$ cat config.mk
export PLATFORM = sky130hd
export DESIGN_NAME = simplerisc_hazard_unit
export DESIGN_NICKNAME = d
export VERILOG_FILES = /design/src/rtl/simplerisc_hazard_unit.sv
export SDC_FILE = /design/constraint.sdc
export NUM_CORES = 1
export LEC_CHECK = 0
export ABC_AREA = 1
export BUFFER_PORTS_ARGS = -buffer_cell sky130_fd_sc_hd__clkbuf_2
export CAP_MARGIN = 25
export CORE_MARGIN = 5
export CORE_UTILIZATION = 45
export DETAILED_ROUTE_END_ITERATION = 6
export GPL_TIMING_DRIVEN = 0
export PLACE_DENSITY = 0.69
export SLEW_MARGIN = 20
export SYNTH_ARGS = -nofsm -noshare
export SYNTH_HDL_FRONTEND = slang
export SYNTH_SLANG_ARGS = --single-unit
export TNS_END_PERCENT = 20
$ cat constraint.sdc
create_clock -name clk -period 1.5 [get_ports clk]
set_input_delay 0.225 -clock clk [delete_from_list [all_inputs] [get_ports clk]]
set_output_delay 0.225 -clock clk [all_outputs]
set_load 0.02 [all_outputs]
$ cat src/rtl/simplerisc_hazard_unit.sv
// rtl/simplerisc_hazard_unit.sv - SimpleRISC hazard unit: scoreboard, forwarding selects, interlock, flush, freeze
module simplerisc_hazard_unit #(
    parameter int REG_ADDR_W   = 4,
    parameter bit R0_HARDWIRED = 1'b0,
    parameter int CNT_W        = 16
) (
    input  logic                  clk,
    input  logic                  rst_n,
    input  logic                  of_valid,
    input  logic [REG_ADDR_W-1:0] of_rs1,
    input  logic [REG_ADDR_W-1:0] of_rs2,
    input  logic [REG_ADDR_W-1:0] of_rs_st,
    input  logic                  of_uses1,
    input  logic                  of_uses2,
    input  logic                  of_uses_st,
    input  logic                  of_wb,
    input  logic [REG_ADDR_W-1:0] of_rd,
    input  logic                  of_is_ld,
    input  logic                  ex_busy,
    input  logic                  branch_taken,
    output logic                  stall_front,
    output logic                  flush_front,
    output logic                  hold_ex,
    output logic [1:0]            fwd_a_sel,
    output logic [1:0]            fwd_b_sel,
    output logic [1:0]            fwd_op2_sel,
    output logic                  fwd_st_ma,
    output logic [CNT_W-1:0]      stall_cnt
);

    typedef logic [REG_ADDR_W-1:0] reg_t;

    typedef struct packed {
        logic v;
        reg_t rs1;
        reg_t rs2;
        reg_t rs_st;
        logic uses1;
        logic uses2;
        logic uses_st;
        logic wb;
        reg_t rd;
        logic is_ld;
    } ex_slot_t;

    typedef struct packed {
        logic v;
        logic wb;
        reg_t rd;
        logic is_ld;
        reg_t rs_st;
        logic uses_st;
    } ma_slot_t;

    typedef struct packed {
        logic v;
        logic wb;
        reg_t rd;
        logic is_ld;
    } rw_slot_t;

    ex_slot_t ex_q;
    ma_slot_t ma_q;
    rw_slot_t rw_q;
    ex_slot_t of_rec;

    logic busy;
    logic load_use;

    // A slot produces register r; r0 is excluded when it is hardwired to zero.
    function automatic logic hits(input logic v, input logic wb, input reg_t rd, input reg_t r);
        return v && wb && (rd == r) && !(R0_HARDWIRED && (r == '0));
    endfunction

    // Youngest producer wins; an MA load has no result yet and is never a source.
    function automatic logic [1:0] pick_src(input logic uses, input reg_t r,
                                            input ma_slot_t ma, input rw_slot_t rw);
        if (uses && hits(ma.v, ma.wb, ma.rd, r) && !ma.is_ld)
            return 2'b01;
        else if (uses && hits(rw.v, rw.wb, rw.rd, r))
            return 2'b10;
        else
            return 2'b00;
    endfunction

    assign of_rec.v       = of_valid;
    assign of_rec.rs1     = of_rs1;
    assign of_rec.rs2     = of_rs2;
    assign of_rec.rs_st   = of_rs_st;
    assign of_rec.uses1   = of_uses1;
    assign of_rec.uses2   = of_uses2;
    assign of_rec.uses_st = of_uses_st;
    assign of_rec.wb      = of_wb;
    assign of_rec.rd      = of_rd;
    assign of_rec.is_ld   = of_is_ld;

    // Gated so every output reads 0 while reset is held, even with ex_busy high.
    assign busy = rst_n && ex_busy;

    assign load_use = of_valid && ex_q.is_ld &&
                      ((of_uses1 && hits(ex_q.v, ex_q.wb, ex_q.rd, of_rs1)) ||
                       (of_uses2 && hits(ex_q.v, ex_q.wb, ex_q.rd, of_rs2)));

    assign hold_ex     = busy;
    assign flush_front = !busy && ex_q.v && branch_taken;
    assign stall_front = busy || (load_use && !flush_front);

    assign fwd_a_sel   = pick_src(ex_q.uses1,   ex_q.rs1,   ma_q, rw_q);
    assign fwd_b_sel   = pick_src(ex_q.uses2,   ex_q.rs2,   ma_q, rw_q);
    assign fwd_op2_sel = pick_src(ex_q.uses_st, ex_q.rs_st, ma_q, rw_q);

    // Store data whose producer was a load is patched in MA from the RW load result.
    assign fwd_st_ma = ma_q.v && ma_q.uses_st && rw_q.is_ld &&
                       hits(rw_q.v, rw_q.wb, rw_q.rd, ma_q.rs_st);

    always_ff @(posedge clk or negedge rst_n) begin
        if (!rst_n) begin
            ex_q      <= '0;
            ma_q      <= '0;
            rw_q      <= '0;
            stall_cnt <= '0;
        end else begin
            rw_q.v     <= ma_q.v;
            rw_q.wb    <= ma_q.wb;
            rw_q.rd    <= ma_q.rd;
            rw_q.is_ld <= ma_q.is_ld;

            if (busy) begin
                ma_q <= '0;
            end else begin
                ma_q.v       <= ex_q.v;
                ma_q.wb      <= ex_q.wb;
                ma_q.rd      <= ex_q.rd;
                ma_q.is_ld   <= ex_q.is_ld;
                ma_q.rs_st   <= ex_q.rs_st;
                ma_q.uses_st <= ex_q.uses_st;
                if (flush_front || load_use || !of_valid)
                    ex_q <= '0;
                else
                    ex_q <= of_rec;
            end

            if (stall_front && (stall_cnt != '1))
                stall_cnt <= stall_cnt + CNT_W'(1);
        end
    end

endmodule

==> metrics.md, run 1 <==
| Metric | Value |
|---|---|
| Run status | `complete, but fails checks` |
| Worst Max-Slew Pin Slew | `between 0.6 and 0.7 ns` |
| Die outline height | `a little over 90 um` |
| Share of final-layout standard cells stronger than drive strength 1 | `between 30% and 40%` |
| Number of instances in the synthesized netlist | `390` |
| Antenna viol nets, final | `0` |
| Share of flip-flops with an asynchronous set or reset | `100%` |
| Routed wl met2 | `~4200 um` |
| Global-route wire length before repair | `around 13,000 um` |
| Clock-pin slew on the worst setup and hold paths | `approximately 0.07 ns` |
| Total power per unit cell area | `between 900 and 1000 mW/mm2` |
| Most used cells in the layout excluding fill and tap cells | `135 x sky130_fd_sc_hd__nand2_1, 50 x sky130_fd_sc_hd__dfrtp_1, 41 x sky130_fd_sc_hd__clkbuf_2` |
| Avg Vias per Cell | `approximately 5.0` |
| Max Cap Viol | `0` |
| H-Tree Level Count | `3` |
| Clock root buffer | `sky130_fd_sc_hd__clkbuf_8` |
| Global-route usage over all layers | `20.0%` |
| Layout-stage area growth over the synthesis result | `34.3%` |
| Post-synthesis area per instance | `just under 8 um2` |
| Most common cell after layout, fill and taps aside | `sky130_fd_sc_hd__nand2_1` |
| Unrepaired setup endpoints after global routing | `true` |
| Critical path start-end classification | `register to output port` |
| Hold Worst Slack | `roughly 0.08 ns` |
| Quantity of I/O buffers inserted on ports | `slightly above 50` |
| Critical path fanouts, max | `4` |
| Kind of capture point of the worst setup path | `output port` |
| Minimum clock period after layout | `about 1.8 ns` |
| Post-synth net total | `~420` |
| Total Die Area | `around 0.0085 mm2` |
| TritonCTS clock tree | `built` |
| Tcrit/Tclk final | `123%` |
| Grt ovf | `0` |
| Synthesized flop and latch total | `57` |
| Number of clock sinks | `57` |
| Final Setup Violations | `43` |
| Antenna fix cells | `0` |
| Critical path data required time | `1.27 ns` |
| Worst min-delay path class | `input pin to register` |
| Uppermost routed layer | `met4` |
| Total wire length after detailed routing | `around 8100 um` |
| Wire length on met3 | `between 400 and 500 um` |
| Final Hold Vio Count | `0` |
| Buffers from clock root to sink, at most | `2` |
| Least setup slack across all paths after layout | `-0.339 ns` |
| Count of distinct cell types in the synthesized netlist | `33` |
| Data arrival time of the critical path | `about 1.6 ns` |
| Ranking of synthesized cells by area | `sky130_fd_sc_hd__dfrtp_1 47%, sky130_fd_sc_hd__nand2_1 17%, sky130_fd_sc_hd__xor2_1 4.9%, sky130_fd_sc_hd__nor2_1 4.8%, sky130_fd_sc_hd__inv_1 4.4%` |
| Top-level I/O count | `between 50 and 60` |
| Largest net degree at the start of global routing | `18` |
| Initial antenna violation count | `0` |
| Final weighted congestion of routability-driven global placement | `~0.94` |
| Dominant cell type by area after synthesis | `sky130_fd_sc_hd__dfrtp_1` |
| Post-detailed-route wirelength per cell | `about 15 um` |
| Vias in the first global route | `~2.7k` |
| Failing checks | `setup timing` |
| Placement Rows | `30` |
| NumNets Final | `502` |
| Hpwl dp | `approximately 5500 um` |
| Routed vias | `between 2k and 3k` |
| Wire length on met1 | `between 3000 and 4000 um` |
| Die Width | `roughly 90 um` |
| Max frequency | `about 540 MHz` |
| Post-route DRC violation count | `0` |
| First DRT Iteration DRCs | `between 150 and 200` |
| Headroom to the max-slew limit | `a little under three fifths` |
| Number of synthesized flops with an enable pin | `0` |
| Total count of max-transition violations in the final report | `0` |
| Number of warnings printed during yosys synthesis | `0` |
| Sequential-to-total area share from yosys stat | `between 40% and 50%` |
| Crit start category | `register` |
| Maximum VDD drop | `between 800 and 900 uV` |
| Post-route clock skew | `0.00738 ns` |
| CTS buffer count | `9` |
| Core area | `0.00672 mm2` |
| Ys flop type | `sky130_fd_sc_hd__dfrtp_1` |
| Area fraction of the dominant cell type after synthesis | `about 47%` |
| Total standard cell area after synthesis | `around 0.003 mm2` |
| First-pass DRT Iterations | `4` |
| Core utilization of the finished layout | `between 60% and 70%` |
| Starting density of the core | `45.5%` |
| Clock latency at the later pin of the worst-skew pair | `around 0.34 ns` |
| Static Leak | `2.15 nW` |
-- path summary, 6_finish.rpt --
path	start	endpoint	slack [ns]	cells after the start
worst min register to register	ma_q[10]	rw_q[5]	0.40	0
min in group asynchronous	rst_n	ex_q[9]	0.45	2
worst max-delay path	ex_q[2]	stall_front	-0.34	9
worst min-delay path	of_rs_st[2]	ex_q[11]	0.08	3
max in group asynchronous	rst_n	rw_q[4]	0.61	2
worst max register to register	ex_q[2]	stall_cnt[12]	-0.09	12
-- cells by family (layout without fill, tap and decap cells) --
logic type	Yosys count	after routing	synth area share, %
compound gates	12	12	2.54
fa+ha+maj	1	1	0.409
buf+inv	54	144	7.86
xor+xnor	30	30	8.59
flops	57	57	46.6
simple gates	236	236	34.0
-- power by group --
part / total, mW / switching (mW) / internal (mW)
Combinational: 0.779 / 0.430 / 0.349
Sequential: 1.84 / 0.168 / 1.67
Clock: 1.44 / 0.633 / 0.806
Total: 4.06 / 1.23 / 2.83
-- through the flow --
stage	area, um2	setup slack, ns	instances	TNS (ns)	power, mW
5_1_grt	4110	-0.443	560	-7.51	4.28
2_1_floorplan	3060	-0.0372	390	-0.0808	2.24
4_1_cts	3960	-0.331	553	-2.35	4.03
6_report	4110	-0.339	560	-3.16	4.06
3_5_place_dp	3440	-0.727	522	-22.87	2.49
3_3_place_gp	3420	-1.37	521	-60.72	2.46
-- metal layers --
metal  track usage (%)  vias to the layer above
li1                  -                     1394
met4              11.5                        0
met2              33.8                       90
met3              4.31                       18
met1              23.4                     1312
met5                 0                        -
-- cell usage after synthesis (4+ instances only) --
cell                         n
sky130_fd_sc_hd__xor2_1     17
sky130_fd_sc_hd__nand3_1    14
sky130_fd_sc_hd__nor2_1     39
sky130_fd_sc_hd__nand2_1   141
sky130_fd_sc_hd__buf_6       4
sky130_fd_sc_hd__nor3_1      7
sky130_fd_sc_hd__dfrtp_1    57
sky130_fd_sc_hd__xnor2_1    13
sky130_fd_sc_hd__inv_1      36
sky130_fd_sc_hd__inv_2       5
sky130_fd_sc_hd__o22ai_1     4
sky130_fd_sc_hd__clkbuf_1    4
sky130_fd_sc_hd__nand4_1    20
-- state kept, by name (all words and copies together) (netlist names) --
name	flops
ma_q	12
ex_q	22
rw_q	7
stall_cnt	16
-- critical path, stage by stage (launching register included) --
cell,delay [ns]
sky130_fd_sc_hd__dfrtp_1,0.41
sky130_fd_sc_hd__inv_2,0.08
sky130_fd_sc_hd__nand2_2,0.05
sky130_fd_sc_hd__nand2_1,0.04
sky130_fd_sc_hd__nor2_1,0.14
sky130_fd_sc_hd__nand3b_1,0.12
sky130_fd_sc_hd__nand2_2,0.10
sky130_fd_sc_hd__nand2_2,0.08
sky130_fd_sc_hd__a21oi_2,0.12
sky130_fd_sc_hd__buf_4,0.15
-- timing repair --
action,in CTS,in global routing
hold endpoints to repair,24,0
resized for setup,44,30
setup endpoints to repair,48,46
gates cloned,2,0
hold buffers,4,0
setup buffers,11,7
pin swaps,7,7
-- final cells by class --
class	count	area, um2
timing repair buffer	76	582
buffer	11	101
clock inverter	5	55.1
tap	80	100
inverter	41	154
clock buffer	11	141
multi-input combinational	279	1540
sequential	57	1440
fill	616	2610
(Power assumes the default switching activity.)
==> inputs of run 2 (changes only) <==
CORE_UTILIZATION = 40   (was 45)
PLACE_DENSITY = not set   (was 0.69)
==> run 2 against run 1 <==
  * The flow still finishes with violations (setup timing)
  * Clock skew about the same
  * Register-to-register slack worse by 0.17 ns
  * Cell area down 0.70%
  * Via count down 4.6%
  * Global-route usage down 2.6 points
  * Setup slack better by 0.019 ns
  * Clock power down 11%
  * Sequential cell count unchanged
  * Non-clock buffer count down 1
  * Critical path type unchanged
  * Largest cell class unchanged
  * Largest power group unchanged
  * Highest routed layer unchanged
==> metrics.md, run 2 (synthesis gave the netlist of run 1 again) <==
| Metric | Value |
|---|---|
| Run status | `complete, but fails checks` |
| Failing checks | `setup timing` |
| Worst R2R Start | `ex_q[1]` |
| Max Cap Viol | `0 (unchanged)` |
| Total wire length after detailed routing | `7880 um (-3.1%)` |
| Worst Max-Slew Pin Slew | `0.548 ns (-0.0928 ns)` |
| H-Tree Level Count | `3 (unchanged)` |
| Total Die Area | `0.00949 mm2 (+11%)` |
| Max frequency | `550 MHz (+1.1%)` |
| Final Setup Violations | `46 (+7.0%)` |
| Placement Rows | `31 (+3.3%)` |
| Total Power Consumption | `3.88 mW (-4.4%)` |
| Buffers from clock root to sink, at most | `2 (unchanged)` |
| Global-route wire length before repair | `13,200 um (+0.89%)` |
| Most flop-heavy register | `ex_q` |
| Crit start category | `register` |
| Top-level I/O count | `52 (unchanged)` |
| Most common cell after layout, fill and taps aside | `sky130_fd_sc_hd__nand2_1` |
| Crit path largest cell delay | `0.44 ns (+0.03 ns)` |
| Worst setup slack for register-to-register paths | `-0.26 ns (-0.17 ns)` |
| Hpwl dp | `5560 um (+0.85%)` |
| Most used routing layer | `met2` |
| Number of clock sinks | `57 (unchanged)` |
| Data arrival time of the critical path | `1.59 ns (-0.02 ns)` |
| First-pass DRT Iterations | `5 (+1)` |
| Global-route met1 utilization | `24.2% (+0.82 points)` |
| Headroom to the max-slew limit | `63.5% (+6.3 points)` |
| CTS buffer count | `9 (unchanged)` |
| Minimum clock period after layout | `1.82 ns (-0.0194 ns)` |
| Crit Reg-Reg Endpoint | `stall_cnt[14]` |
| Post-route DRC violation count | `0 (unchanged)` |
| Depth of the worst register-to-register path | `13 (+1)` |
| TritonCTS clock tree | `built` |
| Antenna viol nets, final | `0 (unchanged)` |
| Layout-stage area growth over the synthesis result | `33.3%` |
| Grt ovf | `0 (unchanged)` |
| Final weighted congestion of routability-driven global placement | `0.838 (-11%)` |
| Clock-pin slew on the worst setup and hold paths | `0.07 ns (about the same)` |
| Total power per unit cell area | `952 mW/mm2 (-3.7%)` |
| Initial antenna violation count | `0 (unchanged)` |
| Clock latency at the later pin of the worst-skew pair | `0.34 ns (about the same)` |
| Starting density of the core | `41.7% (-3.8 points)` |
| Vias in the first global route | `2,650 (-2.4%)` |
| Crit path buf inv count | `2 (unchanged)` |
| Most used cells in the layout excluding fill and tap cells | `134 x sky130_fd_sc_hd__nand2_1, 50 x sky130_fd_sc_hd__dfrtp_1, 42 x sky130_fd_sc_hd__clkbuf_2` |
| Kind of capture point of the worst setup path | `output port` |
| Cell count after placement | `541 (+3.6%)` |
| GRT met3 Usage | `5.31% (+1.0 points)` |
| Unrepaired setup endpoints after global routing | `true` |
| Fill count | `703 (+14%)` |
| Quantity of I/O buffers inserted on ports | `51 (unchanged)` |
| Clock root buffer | `sky130_fd_sc_hd__clkbuf_8` |
| Post-route clock skew | `0.00699 ns (-0.000393 ns)` |
| Static Leak | `2.15 nW (-0.19%)` |
| Core area | `0.00733 mm2 (+9.1%)` |
| Avg Vias per Cell | `4.64 (-7.6%)` |
| Final cell count without fillers | `578 (+3.2%)` |
| Global-route usage over all layers | `17.4% (-2.6 points)` |
| Area of all sequential standard cells | `0.00144 mm2 (unchanged)` |
| Maximum VDD drop | `452 uV (-45%)` |
| Tcrit/Tclk final | `121% (-1.3 points)` |
| Die Width | `97.4 um (+5.4%)` |
| Footprint of the multi-input gates | `0.00149 mm2 (-3.2%)` |
| Post-detailed-route wirelength per cell | `13.6 um (-6.2%)` |
| Die outline height | `97.4 um (+5.4%)` |
| Placement Cell Area | `0.00346 mm2 (+0.69%)` |
| Total count of max-transition violations in the final report | `0 (unchanged)` |
| Standard cell with the maximum stage delay on the critical path | `sky130_fd_sc_hd__dfrtp_2` |
| Antenna fix cells | `0 (unchanged)` |
| Critical path fanouts, max | `4 (unchanged)` |
| Worst min-delay path class | `input pin to register` |
| Worst-path cell chain | `xor2_1 -> nor4_2 -> o31ai_2 -> inv_1 -> clkbuf_8` |
| Cell count of the worst hold path | `3 (unchanged)` |
| Routed vias | `2,684 (-4.6%)` |
| Largest net degree at the start of global routing | `31 (+13)` |
| Core utilization of the finished layout | `55.6% (-5.5 points)` |
| Met2 routing resource usage after global routing | `26.3% (-7.5 points)` |
| Least setup slack across all paths after layout | `-0.320 ns (+0.0194 ns)` |
| NumNets Final | `501 (-0.20%)` |
| Post-route design area | `0.00408 mm2 (-0.70%)` |
| Final Hold Vio Count | `0 (unchanged)` |
| First DRT Iteration DRCs | `121 (-25%)` |
| Critical path start-end classification | `register to output port` |
| Critical path data required time | `1.27 ns (about the same)` |
| Worst setup slack before clock tree synthesis | `-0.535 ns (+0.192 ns)` |
| Max FFs per register | `22 (unchanged)` |
| Top Family by Delay on Critical Path | `flip-flops` |
| Share of final-layout standard cells stronger than drive strength 1 | `30.9% (-1.2 points)` |
| Launch point of the worst hold path | `of_rd[0]` |
| Largest registers | `ex_q (22), stall_cnt (16), ma_q (12)` |
| Worst Hold End | `ex_q[1]` |
[run 2: worst reg2reg max path: cells and delay by family (launching register included)]
family / cells / cell delay (ns)
simple gates: 10 / 0.79
flops: 1 / 0.45
buf+inv: 3 / 0.42
[run 2: final cells by class]
type / count / share of cell area [%]
multi-input combinational: 279 / 36.5
sequential: 57 / 35.2
timing repair buffer: 75 / 14.8
clock buffer: 13 / 3.90
inverter: 41 / 3.77
tap: 99 / 3.04
buffer: 11 / 2.45
clock inverter: 3 / 0.368
[run 2: how the worst max path moves through the flow]
| stage | start | end | cells after the start |
|---|---|---|---|
| floorplan | rw_q[1] | fwd_st_ma | 5 |
| global placement | rst_n | stall_front | 9 |
| detailed placement | rst_n | stall_front | 9 |
| CTS | ex_q[2] | stall_front | 9 |
| global route | ex_q[1] | stall_front | 9 |
| finish | ex_q[20] | fwd_a_sel[1] | 5 |
[run 2: repair_timing]
action | in CTS | in global routing
gates cloned | 0 | 2
pin swaps | 7 | 14
setup buffers | 12 | 7
hold buffers | 2 | 0
hold endpoints to repair | 57 | 0
setup endpoints to repair | 44 | 47
resized for setup | 43 | 27
[run 2: metal layers]
metal,wire [um],share of wire (%)
met5,0,0
met1,3840,49
met4,96,1.2
met2,3610,46
met3,337,4.3
[run 2: per-stage QoR]
step                hold WS, ns  TNS [ns]
finish                   0.0662     -8.88
global route             0.0627    -13.81
CTS                      0.0524     -6.19
detailed placement        0.217    -13.57
global placement          0.361    -65.80
floorplan               -0.0706   -0.0808
[run 2: report_power, final]
| part | internal [mW] | switching [mW] |
|---|---|---|
| logic | 0.344 | 0.416 |
| clock network | 0.681 | 0.598 |
| registers | 1.67 | 0.168 |
